$ cat config.mk
export PLATFORM = sky130hd
export DESIGN_NAME = nivel_hambre
export DESIGN_NICKNAME = d
export VERILOG_FILES = /design/src/rtl/nivel_hambre.sv
export SDC_FILE = /design/constraint.sdc
export NUM_CORES = 1
export LEC_CHECK = 0
export BUFFER_PORTS_ARGS = -buffer_cell sky130_fd_sc_hd__buf_2
export CAP_MARGIN = 20
export CORE_ASPECT_RATIO = 2
export CORE_UTILIZATION = 55
export DETAILED_ROUTE_END_ITERATION = 12
export PLACE_DENSITY = 0.79
export SYNTH_ARGS = -nofsm -noshare
export SYNTH_HDL_FRONTEND = slang
export SYNTH_SLANG_ARGS = --single-unit
export TNS_END_PERCENT = 20
$ cat constraint.sdc
create_clock -name clk -period 5.3 [get_ports clk]
set_input_delay 1.59 -clock clk [delete_from_list [all_inputs] [get_ports clk]]
set_output_delay 1.59 -clock clk [all_outputs]
set_load 0.1 [all_outputs]
$ cat src/rtl/nivel_hambre.sv
// nivel_hambre: debounces the food button into a one-cycle feed pulse and keeps the 2-bit hunger level.
// Latency: feed pulse DEBOUNCE_CYCLES+3 edges after boton_raw settles high; nivel/hambre update on the pulse edge.
// No backpressure: outputs are free-running registers. Optional feed lockout enabled by defining FEED_LOCKOUT_EN.
module nivel_hambre #(
  parameter int DEBOUNCE_CYCLES = 50000,
  parameter int DECAY_CYCLES    = 250000000,
  parameter int NIVEL_INICIAL   = 3,
  parameter int LOCKOUT_CYCLES  = 100000000
) (
  input  logic       clk,
  input  logic       reset,
  input  logic       boton_raw,
  output logic       pulso_comida,
  output logic [1:0] nivel,
  output logic       hambre,
  output logic       bloqueo
);

  localparam int DB_W = $clog2(DEBOUNCE_CYCLES + 1);
  localparam int DC_W = $clog2(DECAY_CYCLES);

  localparam logic [DB_W-1:0] DB_MAX    = DB_W'(DEBOUNCE_CYCLES);
  localparam logic [DC_W-1:0] DC_LAST   = DC_W'(DECAY_CYCLES - 1);
  localparam logic [1:0]      NIVEL_RST = 2'(NIVEL_INICIAL);

  // Debounce FSM encoding
  localparam logic [1:0] SUELTO           = 2'd0;
  localparam logic [1:0] CONFIRMA_PRESION = 2'd1;
  localparam logic [1:0] PRESIONADO       = 2'd2;
  localparam logic [1:0] CONFIRMA_LIBERA  = 2'd3;

  // Counters need at least one bit each; reject configurations that would collapse them.
  if (DEBOUNCE_CYCLES < 1 || DECAY_CYCLES < 2 || LOCKOUT_CYCLES < 2 ||
      NIVEL_INICIAL < 0 || NIVEL_INICIAL > 3) begin : g_bad_cfg
    $error("nivel_hambre: unsupported parameter values");
  end

  logic            s1;
  logic            s2;
  logic [1:0]      state;
  logic [DB_W-1:0] db_cnt;
  logic [DC_W-1:0] dc_cnt;
  logic [DC_W-1:0] dc_next;
  logic [1:0]      nivel_next;
  logic            feed_req;
  logic            feed_ok;

  // Two-flop synchronizer for the asynchronous button; everything downstream looks at s2 only.
  always_ff @(posedge clk) begin
    if (!reset) begin
      s1 <= 1'b0;
      s2 <= 1'b0;
    end else begin
      s1 <= boton_raw;
      s2 <= s1;
    end
  end

  // Debounce FSM: a level must hold for DEBOUNCE_CYCLES counted cycles to be accepted;
  // reset parks in PRESIONADO so a button held through reset needs a full release first.
  always_ff @(posedge clk) begin
    if (!reset) begin
      state  <= PRESIONADO;
      db_cnt <= '0;
    end else begin
      case (state)
        SUELTO: begin
          if (s2) begin
            state  <= CONFIRMA_PRESION;
            db_cnt <= '0;
          end
        end
        CONFIRMA_PRESION: begin
          if (!s2) begin
            state <= SUELTO;
          end else if (db_cnt == DB_MAX) begin
            state <= PRESIONADO;
          end else begin
            db_cnt <= db_cnt + DB_W'(1);
          end
        end
        PRESIONADO: begin
          if (!s2) begin
            state  <= CONFIRMA_LIBERA;
            db_cnt <= '0;
          end
        end
        CONFIRMA_LIBERA: begin
          if (s2) begin
            state <= PRESIONADO;
          end else if (db_cnt == DB_MAX) begin
            state <= SUELTO;
          end else begin
            db_cnt <= db_cnt + DB_W'(1);
          end
        end
        default: begin
          state  <= PRESIONADO;
          db_cnt <= '0;
        end
      endcase
    end
  end

  // The press is confirmed on the same cycle the FSM leaves CONFIRMA_PRESION for PRESIONADO.
  assign feed_req = (state == CONFIRMA_PRESION) && s2 && (db_cnt == DB_MAX);

`ifdef FEED_LOCKOUT_EN
  localparam int              LK_W    = $clog2(LOCKOUT_CYCLES);
  localparam logic [LK_W-1:0] LK_LAST = LK_W'(LOCKOUT_CYCLES - 1);

  logic [LK_W-1:0] lk_cnt;
  logic            bloqueo_q;

  assign feed_ok = feed_req && !bloqueo_q;
  assign bloqueo = bloqueo_q;

  // Lockout window: bloqueo rises with the accepted pulse and drops exactly LOCKOUT_CYCLES edges later.
  always_ff @(posedge clk) begin
    if (!reset) begin
      bloqueo_q <= 1'b0;
      lk_cnt    <= '0;
    end else if (feed_ok) begin
      bloqueo_q <= 1'b1;
      lk_cnt    <= '0;
    end else if (bloqueo_q) begin
      if (lk_cnt == LK_LAST) begin
        bloqueo_q <= 1'b0;
      end else begin
        lk_cnt <= lk_cnt + LK_W'(1);
      end
    end
  end
`else
  assign feed_ok = feed_req;
  assign bloqueo = 1'b0;
`endif

  // Next level and decay count; an accepted feed beats a coincident terminal count.
  always_comb begin
    nivel_next = nivel;
    dc_next    = dc_cnt + DC_W'(1);
    if (feed_ok) begin
      dc_next = '0;
      if (nivel != 2'd3) begin
        nivel_next = nivel + 2'd1;
      end
    end else if (dc_cnt == DC_LAST) begin
      dc_next = '0;
      if (nivel != 2'd0) begin
        nivel_next = nivel - 2'd1;
      end
    end
  end

  // Output registers; hambre is derived from the next level so it never lags nivel.
  always_ff @(posedge clk) begin
    if (!reset) begin
      nivel        <= NIVEL_RST;
      hambre       <= (NIVEL_RST == 2'd0);
      dc_cnt       <= '0;
      pulso_comida <= 1'b0;
    end else begin
      nivel        <= nivel_next;
      hambre       <= (nivel_next == 2'd0);
      dc_cnt       <= dc_next;
      pulso_comida <= feed_ok;
    end
  end

endmodule

# Word level (Yosys, flattened, before mapping)
# Index checks and enable logic that the tools add are counted.
[totals]
memories = 0
word_cells = 50
out_inout_bits = 5
ram_bits = 0
latch_bits = 0
ff_bits = 52
romBits = 0
input_bits = 3
[op_classes]
n_reduce_logical = 8
n_eq_ne = 12
n_mul = 0
n_addsub = 4
div = 0
n_shift = 0
magnitude_cmp = 0
n_bitwise = 1
muxes = 17
[ops]
columns = ["operator", "n"]
rows = [
  ["$mux W16", 5],
  ["$pmux W16 S4", 1],
  ["$add A28 B1 Y28 const B", 1],
  ["$eq A28 B28 Y1 const B", 1],
  ["$mux W2", 10],
  ["$add A16 B1 Y16 const B", 1],
  ["$eq A16 B16 Y1 const B", 1],
  ["$ne A2 B2 Y1 const B", 5],
  ["$pmux W2 S4", 1],
  ["$reduce_and A4 Y1", 2],
  ["$ne A3 B3 Y1 const B", 2],
  ["$eq A2 B2 Y1 const B", 2],
  ["$logic_not A2 Y1", 2],
  ["$reduce_or A3 Y1", 1],
  ["$add A2 B1 Y2 const B", 1],
  ["$eq A2 B1 Y1 const B", 1],
  ["$logic_and A1 B1 Y1", 2],
  ["$reduce_bool A2 Y1", 1],
  ["$sub A2 B1 Y2 const B", 1],
  ["$not A1 Y1", 1],
]

# Depth between registers and ports, before layout
[logic_depth]
ltp_word = 5
mapped_depth = 9
mapped_depth_nobuf = 7

# Least setup slack after synthesis
# OpenSTA, ideal clock, no wires.
[synth_path]
kind = "flip-flop to output port"
startpoint = "reg nivel[0]"
endpoint = "out nivel[0]"
stages_incl_launch_ff = 1
t_arrival_ps = 972
path_slack_ps = 2738
path_buffers = 0
t_required_ps = 3710
cell_sequence = "dfxtp_1"
[synth_lines]
columns = ["item", "line", "source"]
rows = [
  ["from (decl)", "14", "output logic [1:0] nivel,"],
  ["from (signal assigned)", "164", "nivel <= nivel_next;"],
]
# No word-level cell between the ends.

# Final worst setup path
[layout_path]
startpoint = "reg nivel[1]"
endpoint = "out nivel[1]"
# No word-level cell between the ends.

==> results.md <==
- Crit end category: output port
- Antenna Nets Post-Route: 0
- DRT iter0 DRCs: 43
- Xor and xnor fraction of the mapped netlist area: 15.0%
- Syn Inst Count: around 270
- Unrepaired setup endpoints after global routing: no
- Hold_ws: 453 ps
- I/O Buffers: 6
- Routability cong.: 0.784
- CP required: ~3700 ps
- Final wirelength: 4.46 mm
- H-tree depth: 2
- First-pass GRT wire length: 7.43 mm
- Post-place setup slack: between 2000 and 2500 ps
- Status: finished clean
- Largest cells by area after synthesis: dfxtp_1, xor2_1, nor2_1
- EDFF count, synth: 0
- Main combinational cell family by area after synthesis: simple AND/OR/NAND/NOR gates
- Post-CTS Hold Buffers: 0
- Routed via count: 1818
- Synth Cell Area: 2330 µm²
- Layout area overhead: 6.60%
- Clk slew on worst S/H paths: 90 ps
- Primary FF master, synth: dfxtp_1
- PwrDens: 274 nW/µm²
- Die Ht: 94.1 µm
- Crit path buf inv count: 1
- Total track usage: between 20% and 30%
- Postcts setup bufs: 0
- Grt total ovfl: 0
- Die area: 4520 µm²
- CTS tree: done
- CTS resizes: 0
- R2R setup slack: 2590 ps
- Area share of fa/ha/maj cells after synthesis: around 1.6%
- Worst vdd ir: 252 µV
- Leading area contributor after synthesis: dfxtp_1
- Max Cap Violations: 0
- Initial antenna violation count: 0
- Clk buf depth: 2
- Root buf cell: clkbuf_8
- # IOs: 8
- Final worst-path cycle share: 51.9%
- Endpoints failing setup: 0
- Slowest cell on the critical path: buf_2
- Final Hold Fails: 0
- Clock Skews: 6.89 ps
- Final Util: 60.9%
- Slowest Stage Delay on Critical Path: 460 ps
- Commonest non-fill, non-tap cell in the layout: dfxtp_1
- Slew Limit Fails: 0
- Compound-cell area share of the yosys netlist: 4.18%
- Commonest cells after routing, fill and taps aside: dfxtp_1, nor2_1, xor2_1
- Top-area cell type share of the netlist area: 44.6%
- Fmax: 363 MHz
- Largest net degree at the start of global routing: 26
- Synth cell types: 36
- Proportion of synthesized area in mux cells: 0.429%
- CP Max Fanout: 5
- Diodes inserted: 0
- Total Nets Final: 277
- DR WL/cell: 13.8 µm
- Synth Area in Simple Gates: 30.9%
- Vias in the first global route: 1833
- Width of the die: 48.1 µm
- Yosys reg bits: 52
- Syn Nets: 271
- Starting Density: 57.1%
- Share of cells above drive strength 1: 5.88%
- Crit-path cells: buf_2
- Avg Cell Area, Syn: 8.81 µm²
- TNS Setup: 0 ps
- Measured slew at the worst slew-check pin: 991 ps
- Clock latency at the later pin of the worst-skew pair: 300 ps
- P_leak: ~0.00092 µW
- DRC viols: 0
- Vias/cell: 5.61
- CTS Sinks: 52
- FFs w/ async S/R, synth: 0%
- HPWL after DPL: 3.33 mm
- Crit path DAT: 1160 ps
- Worst min-delay path class: register to register
- Syn. warnings: 0
- Final min period: around 2800 ps
- Cts bufs inserted: 5
- Startpoint types: register
- Core box area: between 4000 and 5000 µm²
- Row count: 33
- Final worst slack: 2550 ps
- Delay-heaviest family, CP: buffers and inverters
- Register area share after synthesis: ~45%
- Worst slew margin: 33.5%
- Drt pass-1 iters: 4
- Setup Crit Path Kind: register to output port
[report_power, final]
group | switching (µW) | total (µW) | internal [µW] | leakage (µW)
Sequential | 3.41 | 398 | 394 | 0.000420
Clock | 123 | 263 | 140 | 0.0000552
Combinational | 14.1 | 20.1 | 5.99 | 0.000442
[state kept, by name, indices dropped and copies added (netlist names), named ones only]
register      flops
s2                1
pulso_comida      1
s1                1
nivel             2
dc_cnt           28
state             1
hambre            1
db_cnt           16
[metrics by stage]
step / instances / instance area [µm²] / power [µW]
after floorplan: 265 / 2330 / 425
after global placement: 316 / 2380 / 426
after detailed placement: 316 / 2380 / 427
after CTS: 324 / 2490 / 688
after global routing: 324 / 2490 / 707
final: 324 / 2490 / 681
[layer usage]
metal | global-route usage (%) | share of wire, % | up-vias
li1 | - | - | 916
met1 | 20.5 | 38 | 874
met2 | 43.7 | 58 | 17
met3 | 4.23 | 1.5 | 11
met4 | 10.4 | 2.4 | 0
met5 | 0 | 0 | -
[kinds of logic after synthesis]
kind of cell | count (synthesis)
muxes | 1
DFF | 52
and+or+nand+nor | 139
other | 1
adders and majority gates | 3
AOI/OAI and AO/OA | 16
xor gates and xnor gates | 40
buffers and inverters | 13
[final timing paths]
kind	start	to	depth (start not counted)
worst min-delay path	s1	s2	1
worst max register to register	db_cnt[0]	dc_cnt[11]	7
worst min register to register	s1	s2	1
worst max-delay path	nivel[1]	nivel[1]	1
[synth_stat cells (2+ instances only)]
library cell  instances
nand2_1              13
nor4_1                3
and4b_1               2
or3_1                 2
or2_1                 2
and3_1               13
o21bai_1              2
a21oi_1               4
nand4_1              15
nor2_1               50
buf_6                 2
and2_1                7
inv_1                 6
xor2_1               29
ha_1                  3
nand3_1              20
nor3_1                3
o21ai_0               6
clkbuf_1              3
dfxtp_1              52
nor4bb_1              2
buf_4                 2
xnor2_1              11
[layout make-up]
| type | instances | area (µm²) |
|---|---|---|
| clock buffers | 6 | 72.6 |
| clock inverters | 2 | 35.0 |
| fillers | 368 | 1600 |
| inverters | 6 | 22.5 |
| multi-input cells | 200 | 1220 |
| flip-flops and latches | 52 | 1040 |
| well taps | 52 | 65.1 |
| repair buffers | 6 | 30.0 |
No activity file was read; power rests on OpenSTA's default activity.
